==> src/rtl/draw_scheduler.sv <==
// draw_scheduler: queues draw commands, launches one of two shape generators,
// and offsets, clips and forwards the pixels that generator produces.
module draw_scheduler #(
    parameter int WIDTH  = 64,
    parameter int HEIGHT = 64,
    parameter int DEPTH  = 4
) (
    input  logic               _clock,
    input  logic               _reset_n,
    input  logic               cmd_valid,
    output logic               cmd_ready,
    input  logic               cmd_shape,
    input  logic signed [31:0] cmd_radius,
    input  logic signed [31:0] cmd_cx,
    input  logic signed [31:0] cmd_cy,
    output logic               gen0_start,
    output logic signed [31:0] gen0_radius,
    input  logic               gen0_valid,
    input  logic               gen0_done,
    input  logic signed [31:0] gen0_out0,
    input  logic signed [31:0] gen0_out1,
    output logic               gen1_start,
    output logic signed [31:0] gen1_radius,
    input  logic               gen1_valid,
    input  logic               gen1_done,
    input  logic signed [31:0] gen1_out0,
    input  logic signed [31:0] gen1_out1,
    output logic               _valid,
    output logic signed [31:0] _out0,
    output logic signed [31:0] _out1,
    output logic               _shape,
    output logic               cmd_done,
    output logic               busy,
    output logic [15:0]        clip_count
);
    localparam int AW = $clog2(DEPTH);
    localparam logic [1:0] IDLE = 2'd0, LAUNCH = 2'd1, RUN = 2'd2;
    logic [1:0] state;
    logic [AW:0] count;
    logic [AW-1:0] wr_ptr, rd_ptr;
    logic q_shape [DEPTH];
    logic signed [31:0] q_radius [DEPTH];
    logic signed [31:0] q_cx [DEPTH];
    logic signed [31:0] q_cy [DEPTH];
    logic act_shape;
    logic signed [31:0] act_radius, act_cx, act_cy, px, py;
    logic push, pop, pix, sel_done, in_bounds;
    always_comb begin
        cmd_ready   = count != (AW+1)'(DEPTH);
        push        = cmd_valid && cmd_ready;
        pop         = state == IDLE && count != '0;
        pix         = state == RUN && (act_shape ? gen1_valid : gen0_valid);
        sel_done    = state == RUN && (act_shape ? gen1_done : gen0_done);
        px          = act_cx + (act_shape ? gen1_out0 : gen0_out0);
        py          = act_cy + (act_shape ? gen1_out1 : gen0_out1);
        in_bounds   = px >= 0 && px < WIDTH && py >= 0 && py < HEIGHT;
        gen0_start  = state == LAUNCH && !act_shape;
        gen1_start  = state == LAUNCH && act_shape;
        gen0_radius = act_shape ? '0 : act_radius;
        gen1_radius = act_shape ? act_radius : '0;
        busy        = count != '0 || state != IDLE || cmd_done || _valid;
    end
    always_ff @(posedge _clock) begin
        if (push && _reset_n) begin
            q_shape[wr_ptr]  <= cmd_shape;
            q_radius[wr_ptr] <= cmd_radius;
            q_cx[wr_ptr]     <= cmd_cx;
            q_cy[wr_ptr]     <= cmd_cy;
        end
    end
    always_ff @(posedge _clock) begin
        if (!_reset_n) begin
            state      <= IDLE;
            count      <= '0;
            wr_ptr     <= '0;
            rd_ptr     <= '0;
            act_shape  <= 1'b0;
            act_radius <= '0;
            act_cx     <= '0;
            act_cy     <= '0;
            _valid     <= 1'b0;
            _out0      <= '0;
            _out1      <= '0;
            _shape     <= 1'b0;
            cmd_done   <= 1'b0;
            clip_count <= '0;
        end else begin
            count <= count + (AW+1)'(push) - (AW+1)'(pop);
            if (push) wr_ptr <= wr_ptr + 1'b1;
            if (pop) begin
                rd_ptr     <= rd_ptr + 1'b1;
                act_shape  <= q_shape[rd_ptr];
                act_radius <= q_radius[rd_ptr];
                act_cx     <= q_cx[rd_ptr];
                act_cy     <= q_cy[rd_ptr];
                state      <= LAUNCH;
            end else if (state == LAUNCH) begin
                state <= RUN;
            end else if (sel_done) begin
                state <= IDLE;
            end
            // a pixel arriving with done is still forwarded
            _valid   <= pix && in_bounds;
            cmd_done <= sel_done;
            if (pix && in_bounds) begin
                _out0  <= px;
                _out1  <= py;
                _shape <= act_shape;
            end
            if (pix && !in_bounds && clip_count != 16'hFFFF) clip_count <= clip_count + 1'b1;
        end
    end
endmodule

==> config.mk <==
export PLATFORM = sky130hd
export DESIGN_NAME = draw_scheduler
export DESIGN_NICKNAME = d
export VERILOG_FILES = /design/src/rtl/draw_scheduler.sv
export SDC_FILE = /design/constraint.sdc
export NUM_CORES = 1
export LEC_CHECK = 0
export ABC_CLOCK_PERIOD_IN_PS = 5900
export CAP_MARGIN = 0
export CORE_MARGIN = 1.5
export CORE_UTILIZATION = 40
export CTS_BUF_LIST = sky130_fd_sc_hd__clkbuf_4 sky130_fd_sc_hd__clkbuf_8
export DETAILED_ROUTE_END_ITERATION = 7
export PLACE_DENSITY = 0.67
export RECOVER_POWER = 100
export SLEW_MARGIN = 25
export SYNTH_ARGS = -nofsm -noshare
export SYNTH_HDL_FRONTEND = slang
export SYNTH_SLANG_ARGS = --single-unit
==> constraint.sdc <==
create_clock -name _clock -period 5.9 [get_ports _clock]
set_clock_uncertainty 0.05 [all_clocks]
set_input_delay 1.475 -clock _clock [delete_from_list [all_inputs] [get_ports _clock]]
set_output_delay 1.475 -clock _clock [all_outputs]
set_load 0.02 [all_outputs]
==> reports/metrics.cfg, run 1 <==
[power_and_ir_drop]
power_density_mw_per_mm2=443
ir_worst_vdd_uv=213
power.leakage_nw=12.1

[synth]
synth_top_area_share=0.454
synthArstFlopShare=0
yosys_warnings=0
synthFlopType=edfxtp_1
syn_avg_cell_area_um2=12.8
synth_fp_nets=2313
synth_most_common_cell=edfxtp_1
synth_top_area_cell=edfxtp_1
netlist_top_cells_area=edfxtp_1 45%, dfxtp_1 15%, mux4_2 8.5%
yosysUniqueCellTypes=71
synth_edf_count=388
ys_seq_area_frac=0.602
yosys_register_bits=577
synth_cells=2009
syn_area_mm2=0.0257
synth_common_cells=388 x edfxtp_1, 283 x nand2_1, 192 x a21oi_1

[sta]
hold_viol_final=0
worst_slew_pin_slew_ns=3.53
hold_ws_ns=0.401
slew_violations=369
slew-limit-headroom=-1.35
rsz0062_at_grt=false
setup_viol=0
fmax_mhz=175
min_period_over_period=0.967
period_minus_slack_ns=5.70

[drt]
drt_pass1_iterations=5
drt-wirelength-per-cell_um=21.1
met1_length_um=31500
antenna_left=0
via_count=18292
dr.max_layer_used=met5
wl_met3_um=4180
via_per_inst=5.33
routed_wl_um=72400
drt_iter0_drc=1217
drcViolationCount=0
met2_length_um=35000

[clock_network]
clkTransAtPathRegs_ns=0.06
htreeDepth=3
cts_num_sinks=577
clock_path_buffers=3
cts_inserted_buffers=92
cts_tree=built
root_buffer=clkbuf_8
clock_latency_ns=0.70

[worst_setup_path]
critPathKind=input port to flip-flop
arrival_ns=6.23
crit_fanout=52
endpoint_kind=flip-flop
cp-start-kind=input port
required_ns=6.43

[floorplan]
dieHeight_um=256
die_x_um=256
design.core.area_mm2=0.0632
io_pins=383
start_util=0.406
std_cell_rows=92
die-area_mm2=0.0657

[global_routing]
grt_pass1_wl_um=110000
grt_pass1_vias=18421
grt_max_degree=70
overflow=0
grtUsageTotal=0.218
antenna_found_initial=19

[min_path]
hold_class=flip-flop to flip-flop

[layout]
drive_gt1_frac=0.184
fin_nets=2805
syn_to_final_growth_pct=29.7
utilization=0.527

[place]
io_buffers=382
globalplace.congestion=0.907
place_hpwl_um=50900

[job]
drv_cap=8

[status]
violations=capacitance limit, slew limit
status=finished with violations

per-stage QoR:
step                      area, um^2  worst slack, ns  power [mW]  TNS, ns  std cells
final                          33300            0.197        14.7        0       3434
after CTS                      33300            0.246        14.9        0       3426
after floorplan                25700            0.477        8.77        0       2009
after global routing           33300           0.0102        15.6        0       3432
after detailed placement       31100           -0.486        11.0   -36.38       3252
after global placement         31100           -0.404        11.0   -30.11       3252
layout by cell type (no fill, tap or decap), types with 63 or more instances in the layout:
cell type          n
and2_1            67
nand2_1          282
edfxtp_1         388
dfxtp_1          186
a21oi_1          191
clkbuf_8         113
mux2_2            63
dlygate4sd3_1    234
mux4_2            97
ha_1              69
buf_4            115
clkdlybuf4s50_1  148
kinds of logic after synthesis:
family,count (synthesis),share of synthesized area
mux,175,0.119
compound gates,394,0.0935
buf+inv,136,0.0212
xor+xnor,36,0.0123
flops,577,0.602
fa+ha+maj,72,0.0360
simple gates,619,0.117
flip-flops by register name (all words and copies together), names as in the netlist:
signal      count
cmd_done        1
act_radius     32
q_cy          128
_out0          32
q_shape         4
act_cx         32
clip_count     16
_shape          1
rd_ptr          2
act_cy         32
state           2
q_cx          128
_out1          32
act_shape       1
_valid          1
count           3
wr_ptr          2
q_radius      128
where the power goes:
group	internal, mW	switching (mW)	leakage, nW
Clock	2.19	1.62	1.12
Combinational	2.46	3.29	5.91
Sequential	4.78	0.390	5.06
path summary, 6_finish.rpt:
path                             endpoint  slack, ns  cells after the start          from
worst min-delay path            _out1[12]       0.40                      1     _out1[12]
worst min register to register  _out1[12]       0.40                      1     _out1[12]
worst max register to register   _out0[8]       0.67                     17     act_shape
worst max-delay path             _out0[8]       0.20                     17  gen1_out0[0]
critical path, stage by stage:
cell and delay [ns]:
clkdlybuf4s50_1 0.40, mux2_2 0.31, ha_1 0.22, fa_1 0.39, a21oi_1 0.17, nor2_1 0.09
or3_1 0.41, a2111oi_4 0.36, nand4_1 0.13, or4_1 0.53, or4_4 0.54, nor4_4 0.36
and2_4 0.22, buf_12 0.12, a21oi_2 0.07, buf_12 0.22, and2_0 0.18
per-layer routing:
| layer | global-route usage | vias to the layer above |
|---|---|---|
| li1 | - | 8556 |
| met1 | 0.291 | 9041 |
| met2 | 0.361 | 570 |
| met3 | 0.0407 | 121 |
| met4 | 0.0680 | 4 |
| met5 | 0 | - |
what timing repair did:
item	in CTS	in global routing
setup endpoints to repair	0	65
resized for setup	0	6
hold buffers	0	0
buffers inserted	0	1
hold endpoints to repair	0	0
final cells by class:
cell class	count	area (um^2)
clock inverter	33	352
multi-input combinational	1296	9710
clock buffer	141	1770
tap	846	1060
sequential	577	15400
antenna	7	17.5
inverter	23	90.1
fill	5359	29900
timing repair buffer	511	4840
Power figures use the tool's default switching activity.
==> inputs of run 2 (changes only) <==
--- a/config.mk
+++ b/config.mk
@@ -13,6 +13,7 @@
 export DETAILED_ROUTE_END_ITERATION = 7
 export PLACE_DENSITY = 0.67
 export RECOVER_POWER = 100
+export SKIP_CTS_REPAIR_TIMING = 1
 export SLEW_MARGIN = 25
 export SYNTH_ARGS = -nofsm -noshare
 export SYNTH_HDL_FRONTEND = slang
==> results of run 2 <==
No change in the layout: final DEF, timing and power equal those of run 1.
